File: config.mk
export PLATFORM = sky130hd
export DESIGN_NAME = instruction_fetch
export DESIGN_NICKNAME = d
export VERILOG_FILES = /design/src/rtl/instruction_fetch.sv
export SDC_FILE = /design/constraint.sdc
export NUM_CORES = 1
export LEC_CHECK = 0
export ABC_AREA = 1
export BUFFER_PORTS_ARGS = -buffer_cell sky130_fd_sc_hd__buf_4
export CORE_UTILIZATION = 52
export CTS_BUF_LIST = sky130_fd_sc_hd__clkbuf_8
export DETAILED_ROUTE_END_ITERATION = 10
export HOLD_SLACK_MARGIN = 0.15
export PLACE_DENSITY = 0.86
export SETUP_SLACK_MARGIN = 0.02
export SLEW_MARGIN = 20
export SYNTH_ARGS = -nofsm -noshare
export SYNTH_HDL_FRONTEND = slang
export SYNTH_SLANG_ARGS = --single-unit
File: constraint.sdc
create_clock -name clock -period 2 [get_ports clock]
set_input_delay 0.4 -clock clock [delete_from_list [all_inputs] [get_ports clock]]
set_output_delay 0.4 -clock clock [all_outputs]
set_load 0.01 [all_outputs]
File: src/rtl/instruction_fetch.sv
// Instruction fetch stage: a 4-bit PC feeds a combinational program ROM, and the fetched word is
// registered into the instruction register. The stage supports stall, jump redirect and a sticky halt.
module instruction_fetch #(
  parameter logic [3:0] RESET_PC  = 4'h0,
  parameter logic [7:0] NOP_INSTR = 8'h00
) (
  input  logic       clock,
  input  logic       reset,
  output logic [3:0] rom_addr,
  input  logic [7:0] rom_data,
  input  logic       stall,
  input  logic       jump,
  input  logic [3:0] jump_addr,
  input  logic       halt_req,
  output logic [7:0] instr,
  output logic       instr_valid,
  output logic [3:0] instr_pc,
  output logic       pc_wrap,
  output logic       halted
);

  typedef enum logic {RUN, HALT} state_t;

  state_t     state_reg;
  logic [3:0] pc_reg;
  logic [7:0] instr_reg;
  logic       instr_valid_reg;
  logic [3:0] instr_pc_reg;
  logic       pc_wrap_reg;
  logic       halted_reg;

  assign rom_addr    = pc_reg;
  assign instr       = instr_reg;
  assign instr_valid = instr_valid_reg;
  assign instr_pc    = instr_pc_reg;
  assign pc_wrap     = pc_wrap_reg;
  assign halted      = halted_reg;

  // Priority within RUN: halt_req, then jump, then stall, then a normal fetch.
  always_ff @(posedge clock) begin
    if (!reset) begin
      state_reg       <= RUN;
      pc_reg          <= RESET_PC;
      instr_reg       <= NOP_INSTR;
      instr_valid_reg <= 1'b0;
      instr_pc_reg    <= RESET_PC;
      pc_wrap_reg     <= 1'b0;
      halted_reg      <= 1'b0;
    end else begin
      case (state_reg)
        RUN: begin
          if (halt_req) begin
            state_reg       <= HALT;
            instr_reg       <= NOP_INSTR;
            instr_valid_reg <= 1'b0;
            pc_wrap_reg     <= 1'b0;
            halted_reg      <= 1'b1;
          end else if (jump) begin
            pc_reg          <= jump_addr;
            instr_reg       <= NOP_INSTR;
            instr_valid_reg <= 1'b0;
            pc_wrap_reg     <= 1'b0;
          end else if (stall) begin
            pc_wrap_reg     <= 1'b0;
          end else begin
            pc_reg          <= pc_reg + 4'd1;
            instr_reg       <= rom_data;
            instr_pc_reg    <= pc_reg;
            instr_valid_reg <= 1'b1;
            pc_wrap_reg     <= (pc_reg == 4'hF);
          end
        end
        HALT: begin
          // Only reset leaves HALT; the PC and instr_pc stay frozen.
          instr_reg       <= NOP_INSTR;
          instr_valid_reg <= 1'b0;
          pc_wrap_reg     <= 1'b0;
          halted_reg      <= 1'b1;
        end
        default: begin
          state_reg       <= RUN;
          halted_reg      <= 1'b0;
        end
      endcase
    end
  end

endmodule
# Word-level counts from Yosys, hierarchy flattened
# Index checks and enable logic that the tools add are counted.
totals:
  ff_bits: 20
  in_bits: 17
  mem_bits_rw: 0
  output_inout_bits: 19
  romBits: 0
  n_memories: 0
  latch_bits: 0
  elab_cells: 36
op_classes:
  n_mux: 18
  mul: 0
  eq_ne: 4
  bitwise: 4
  n_reduce_logical: 2
  n_addsub: 1
  order_cmp: 0
  div_mod_pow: 0
  shifts: 0
ops:
  columns: ["operator", "count"]
  rows:
  - ["$mux W8", 3]
  - ["$pmux W8 S2", 1]
  - ["$mux W1", 9]
  - ["$mux W4", 2]
  - ["$pmux W1 S2", 3]
  - ["$add A4 B1 Y4 const B", 1]
  - ["$eq A4 B4 Y1 const B", 1]
  - ["$ne A4 B4 Y1 const B", 1]
  - ["$not A1 Y1", 4]
  - ["$reduce_and A4 Y1", 1]
  - ["$reduce_and A3 Y1", 1]
  - ["$ne A2 B1 Y1 const B", 1]
  - ["$ne A2 B2 Y1 const B", 1]

# Longest topological paths before layout
# Gate-level depths: netlist of the first run.
logic_depth:
  depth_word: 5
  mapped_depth: 7
  mapped_depth_nobuf: 7

# Least setup slack after synthesis of the first run
# Ideal clock, no wire load.
synth_path:
  kind: "reg2reg"
  from: "reg pc_reg[0] (netlist: rom_addr[0])"
  to: "reg pc_reg[1] (netlist: rom_addr[1])"
  path_slack_ps: 923
  n_path_buf: 0
  setup_ps: 116
  stages_incl_launch_ff: 6
  t_arrival_ps: 961
  required_ps: 1884
  period_less_slack_ps: 1077
  cell_sequence: "dfxtp_1 ha_1 nand2_1 nand2_1 o21ai_0 nor2_1"
synth_between:
  elab_chain_len: 3
synth_lines:
  columns: ["element", "line_no", "source"]
  rows:
  - ["start: declaration", "25", "logic [3:0] pc_reg;"]
  - ["start signal: assignment", "59", "pc_reg <= jump_addr;"]
  - ["start signal: assignment", "66", "pc_reg <= pc_reg + 4'd1;"]
  - ["$add A4 B1 Y4", "66", null]
  - ["$mux W4", "63", "end else if (stall) begin"]
  - ["$mux W4", "58", "end else if (jump) begin"]
# Every way passes these cells. The select of a mux whose other input is x is not followed.
# A chain may end at the register's enable or synchronous reset.

# Worst setup path in the final report of the first run
layout_path:
  from: "reg pc_reg[0] (netlist: rom_addr[0])"
  to: "out rom_addr[0]"
layout_rtl:
  columns: ["element", "line_no", "source"]
  rows:
  - ["end: declaration", "9", "output logic [3:0] rom_addr,"]
# No word-level cell between the ends.

==> results of run 1 <==
==> per-stage QoR <==
stage / power (mW) / setup WS [ps]
after floorplan: 0.497 / 923
after global placement: 0.546 / 706
after detailed placement: 0.550 / 657
after CTS: 0.844 / 704
after global routing: 0.877 / 643
final: 0.837 / 715
==> kinds of logic after synthesis <==
family / synth area share [%]
fa+ha+maj: 1.45
compound gates: 11.6
flops: 46.5
simple gates: 32.7
buf+inv: 7.70
==> metal layers <==
layer / wire length (um) / GRT usage (%)
met5: 0 / 0
met2: 1030 / 41.5
met4: 36 / 11.3
met1: 784 / 30.7
met3: 129 / 3.83
==> cell usage after synthesis, types with 2 or more instances <==
library cell  count  area [um2]
buf_2             2        10.0
inv_1             5        18.8
dfxtp_1          20         400
nand2_1          18        67.6
nand2_4           2        22.5
a21oi_1          15        75.1
nand4_1           2        12.5
buf_6             2        22.5
o21ai_0           5        25.0
nor2_1            5        18.8
inv_2             2        7.51
nand3_1          24         120
==> final timing paths <==
check              startpoint          end  slack (ps)  depth (start not counted)
setup / recovery  rom_addr[0]  rom_addr[0]         710                          1
hold / removal          reset       halted         410                          3
setup reg to reg  rom_addr[0]  rom_addr[1]         870                          5
hold reg to reg        halted       halted         470                          2
==> power by group through the flow <==
| stage | Sequential, mW | Clock [mW] | Combinational, mW |
|---|---|---|---|
| 4_1_cts | 0.424 | 0.302 | 0.117 |
| 3_5_place_dp | 0.433 | 0 | 0.117 |
| 2_1_floorplan | 0.436 | 0 | 0.0609 |
| 5_1_grt | 0.426 | 0.321 | 0.129 |
| 3_3_place_gp | 0.432 | 0 | 0.113 |
| 6_report | 0.424 | 0.296 | 0.116 |
==> layout make-up <==
cell class                      count  share of cell area [%]
Sequential cell                    20                    34.3
Multi-Input combinational cell     77                    33.8
Timing Repair Buffer               36                    23.2
Clock buffer                        4                    4.72
Inverter                            7                    2.25
Tap cell                           16                    1.72
==> results.py, run 1 <==
metrics = {
    "timing": {
        "timing.final.crit_share_pct": 64.3,
        "relSlewSlack_pct": 68.9,
        "period_minus_slack_ps": 1290,
        "fin_worst_skew_ps": 3.00,
        "rsz0062_at_grt": "false",
        "fin_tns_setup_ps": 0,
        "setup_viol": 0,
        "hold_viol_final": 0,
        "max_freq_mhz": 778,
        "finalHoldWorstSlack_ps": 406,
        "tightestPinTransition_ps": 465,
        "drv_slew": 0,
    },
    "setup_path": {
        "crit_path_max_fanout": 7,
        "worst-path-buf-inv": 1,
        "critPathCaptureType": "output port",
        "critPathSlowestCell": "dfxtp_1",
        "crit_arrival_ps": 890,
        "cpLargestDelayFamily": "flip-flops",
        "cp_cell_sequence": "buf_4",
        "critPathKind": "register to output port",
        "start_kind": "register",
        "critPathMaxStageDelay_ps": 460,
        "cp.required_ps": 1600,
    },
    "final_layout": {
        "final_nets": 163,
        "fin_cells": 160,
        "final_common_cell": "buf_4",
        "area_delta_synth_final_pct": 35.5,
        "mostFrequentLayoutCells": "buf_4, nand3_1, dfxtp_1",
        "fin_util_pct": 76.5,
        "multiInputGateArea_um2": 394,
        "largest_register_ffs": 8,
        "drive_gt1_share_pct": 33.3,
        "final_area_mm2": 0.00117,
        "layout.area.seq_um2": 400,
        "final.fill_count": 122,
        "num_antenna_cells": 0,
    },
    "logic_synthesis": {
        "avgSynthCellArea_um2": 7.90,
        "synth_fp_nets": 127,
        "synth-seq-cells": 20,
        "postSynthCellCount": 109,
        "yosysWarningCount": 0,
        "ys_async_sr_fraction_pct": 0,
        "synth_edf_count": 0,
        "synth-main-ff-cell": "dfxtp_1",
        "synth_cell_type_count": 19,
        "seq_area_frac_synth_pct": 46.5,
        "syn_area_um2": 861,
    },
    "cts": {
        "cts_inserted_buffers": 3,
        "cts.sinks": 20,
        "cts_resized": 0,
        "cts-htree-levels": 1,
        "clockBufferDepth": 2,
        "cts_hold_buf": 0,
        "post_cts_buffers": 0,
        "cts-root-buf": "clkbuf_8",
        "path_clk_slew_ps": 70,
        "tritoncts": "built",
        "clkLatencyLatePin_ps": 250,
    },
    "power_and_ir_drop": {
        "p_int_mw": 0.640,
        "p_seq_share_pct": 50.7,
        "clock_power_share_pct": 35.4,
        "irDropWorstVdd_uv": 520,
        "swShare_pct": 23.6,
        "p_switching_mw": 0.197,
        "cellLeakagePower_nw": 0.516,
        "powerDensity_mw_per_mm2": 718,
        "combinationalPowerShare_pct": 13.9,
    },
    "floorplan": {
        "std_cell_rows": 14,
        "die_area_mm2": 0.00182,
        "die_h_um": 42.7,
        "core_area_mm2": 0.00152,
        "start_util_pct": 56.5,
        "die_x_um": 42.7,
        "io_pins": 36,
    },
    "placed_design": {
        "dpl_cell_area_mm2": 0.00111,
        "placed_cells": 156,
        "portBuffers": 35,
        "dpl.hpwl_um": 1420,
        "place_congestion": 0.761,
    },
    "grt": {
        "grt_pass1_vias": 773,
        "track_usage_pct": 24.7,
        "antenna_found_initial": 0,
        "grt-ovfl-total": 0,
        "grt_first_pass_wirelength_um": 3380,
        "grt_max_degree": 30,
    },
    "routing": {
        "drc": 0,
        "viasPerCell": 5.48,
        "ant_nets": 0,
        "wl_um": 1980,
        "drt-pass1-iter-count": 5,
        "first_iter_violations": 13,
        "vias": 876,
        "wl_per_cell_um": 12.4,
    },
    "outcome": {
        "outcome": "finished, final reports clean",
    },
    "flow_run": {
        "drv_cap": 0,
    },
    "worst_hold_path": {
        "hp-class": "primary input to register",
    },
}
Power figures use the tool's default switching activity.
==> inputs of run 2 (changes only) <==
--- a/config.mk
+++ b/config.mk
@@ -7,11 +7,11 @@
 export LEC_CHECK = 0
 export ABC_AREA = 1
 export BUFFER_PORTS_ARGS = -buffer_cell sky130_fd_sc_hd__buf_4
-export CORE_UTILIZATION = 52
+export CORE_UTILIZATION = 48
 export CTS_BUF_LIST = sky130_fd_sc_hd__clkbuf_8
 export DETAILED_ROUTE_END_ITERATION = 10
 export HOLD_SLACK_MARGIN = 0.15
-export PLACE_DENSITY = 0.86
+export PLACE_DENSITY = 0.8
 export SETUP_SLACK_MARGIN = 0.02
 export SLEW_MARGIN = 20
 export SYNTH_ARGS = -nofsm -noshare
==> constraint.sdc (replaced) <==
create_clock -name clock -period 1.3 [get_ports clock]
set_input_delay 0.26 -clock clock [delete_from_list [all_inputs] [get_ports clock]]
set_output_delay 0.26 -clock clock [all_outputs]
set_load 0.01 [all_outputs]
==> results.py, run 2 (synthesis gave the netlist of run 1 again) <==
metrics = {
    "timing": {
        "relSlewSlack_pct": 68.4,
        "finalHoldWorstSlack_ps": 267,
        "hold_viol_final": 0,
        "fin_worst_skew_ps": 3.02,
        "timing.final.crit_share_pct": 88.5,
        "setup_viol": 0,
        "period_minus_slack_ps": 1150,
        "max_freq_mhz": 869,
        "drv_slew": 0,
        "rsz0062_at_grt": "false",
        "tightestPinTransition_ps": 474,
        "fin_tns_setup_ps": 0,
    },
    "grt": {
        "grt-ovfl-total": 0,
        "antenna_found_initial": 0,
        "grt_pass1_vias": 767,
        "grt_max_degree": 25,
        "track_usage_pct": 23.4,
        "grt_first_pass_wirelength_um": 3320,
    },
    "cts": {
        "cts_inserted_buffers": 3,
        "cts-htree-levels": 1,
        "cts_hold_buf": 0,
        "clkLatencyLatePin_ps": 260,
        "clockBufferDepth": 2,
        "tritoncts": "built",
        "path_clk_slew_ps": 70,
        "cts.sinks": 20,
        "cts-root-buf": "clkbuf_8",
        "cts_resized": 0,
        "post_cts_buffers": 0,
    },
    "floorplan": {
        "core_area_mm2": 0.00159,
        "die_x_um": 44.4,
        "start_util_pct": 54.0,
        "std_cell_rows": 14,
        "die_h_um": 44.4,
        "die_area_mm2": 0.00197,
        "io_pins": 36,
    },
    "setup_path": {
        "critPathCaptureType": "output port",
        "crit_path_max_fanout": 6,
        "start_kind": "register",
        "critPathSlowestCell": "dfxtp_1",
        "critPathMaxStageDelay_ps": 360,
        "critPathKind": "register to output port",
        "crit_arrival_ps": 890,
        "cp.required_ps": 1040,
        "cpLargestDelayFamily": "flip-flops",
        "cp_cell_sequence": "buf_4, buf_4",
        "worst-path-buf-inv": 2,
        "crit_path_frequent_cell": "buf_4",
    },
    "final_layout": {
        "largest_register_ffs": 8,
        "mostFrequentLayoutCells": "buf_4, nand3_1, dfxtp_1",
        "final.fill_count": 121,
        "fin_cells": 171,
        "fin_util_pct": 76.0,
        "area_delta_synth_final_pct": 40.7,
        "final_area_mm2": 0.00121,
        "final_nets": 166,
        "final_common_cell": "buf_4",
        "num_antenna_cells": 0,
        "drive_gt1_share_pct": 34.7,
    },
    "power_and_ir_drop": {
        "irDropWorstVdd_uv": 837,
        "powerDensity_mw_per_mm2": 1090,
        "cellLeakagePower_nw": 0.536,
    },
    "outcome": {
        "outcome": "finished, final reports clean",
    },
    "placed_design": {
        "portBuffers": 35,
        "dpl.hpwl_um": 1480,
        "place_congestion": 0.891,
        "dpl_cell_area_mm2": 0.00116,
        "placed_cells": 167,
    },
    "routing": {
        "wl_um": 2030,
        "drc": 0,
        "wl_per_cell_um": 11.9,
        "viasPerCell": 5.18,
        "vias": 885,
        "drt-pass1-iter-count": 4,
        "ant_nets": 0,
        "first_iter_violations": 37,
    },
    "flow_run": {
        "drv_cap": 0,
    },
    "worst_hold_path": {
        "hp-class": "primary input to register",
    },
}
==> run 2: layout make-up <==
class | count | area, um2 | share of cell area (%)
timing repair buffer | 39 | 305 | 25.2
clock buffer | 4 | 55.1 | 4.55
multi-input combinational | 77 | 394 | 32.5
inverter | 7 | 26.3 | 2.17
sequential | 20 | 400 | 33.1
tap | 24 | 30.0 | 2.48
==> run 2: path summary, 6_finish.rpt <==
path,cells past startpoint,slack [ps],end,startpoint
setup / recovery,2,150,rom_addr[0],rom_addr[0]
hold / removal,3,270,halted,reset
hold reg to reg,2,470,halted,halted
setup reg to reg,5,220,rom_addr[1],rom_addr[1]
==> run 2: worst register-to-register path: stages, from the launching register on <==
cell and delay (ps):
dfxtp_1 420, ha_1 270, nand2_1 70, nand2_1 40, o21ai_0 130, nor2_1 50
==> run 2: per-layer routing <==
| layer | GRT usage (%) | wire [um] | up-vias |
|---|---|---|---|
| li1 | - | - | 445 |
| met1 | 28.4 | 873 | 400 |
| met2 | 39.4 | 1000 | 35 |
| met3 | 4.90 | 120 | 5 |
| met4 | 10.9 | 38 | 0 |
| met5 | 0 | 0 | - |
==> run 2: metrics by stage <==
stage	total power, mW	worst slack (ps)
floorplan	0.764	223
global placement	0.856	189
detailed placement	0.862	169
CTS	1.32	163
global route	1.38	101
finish	1.32	149
==> run 2: power by group <==
| group | internal [mW] | leakage, nW | total (mW) | switching [mW] |
|---|---|---|---|---|
| Clock | 0.270 | 0.0288 | 0.472 | 0.202 |
| Combinational | 0.0954 | 0.344 | 0.201 | 0.105 |
| Sequential | 0.633 | 0.163 | 0.649 | 0.0164 |
| Total | 0.998 | 0.536 | 1.32 | 0.324 |
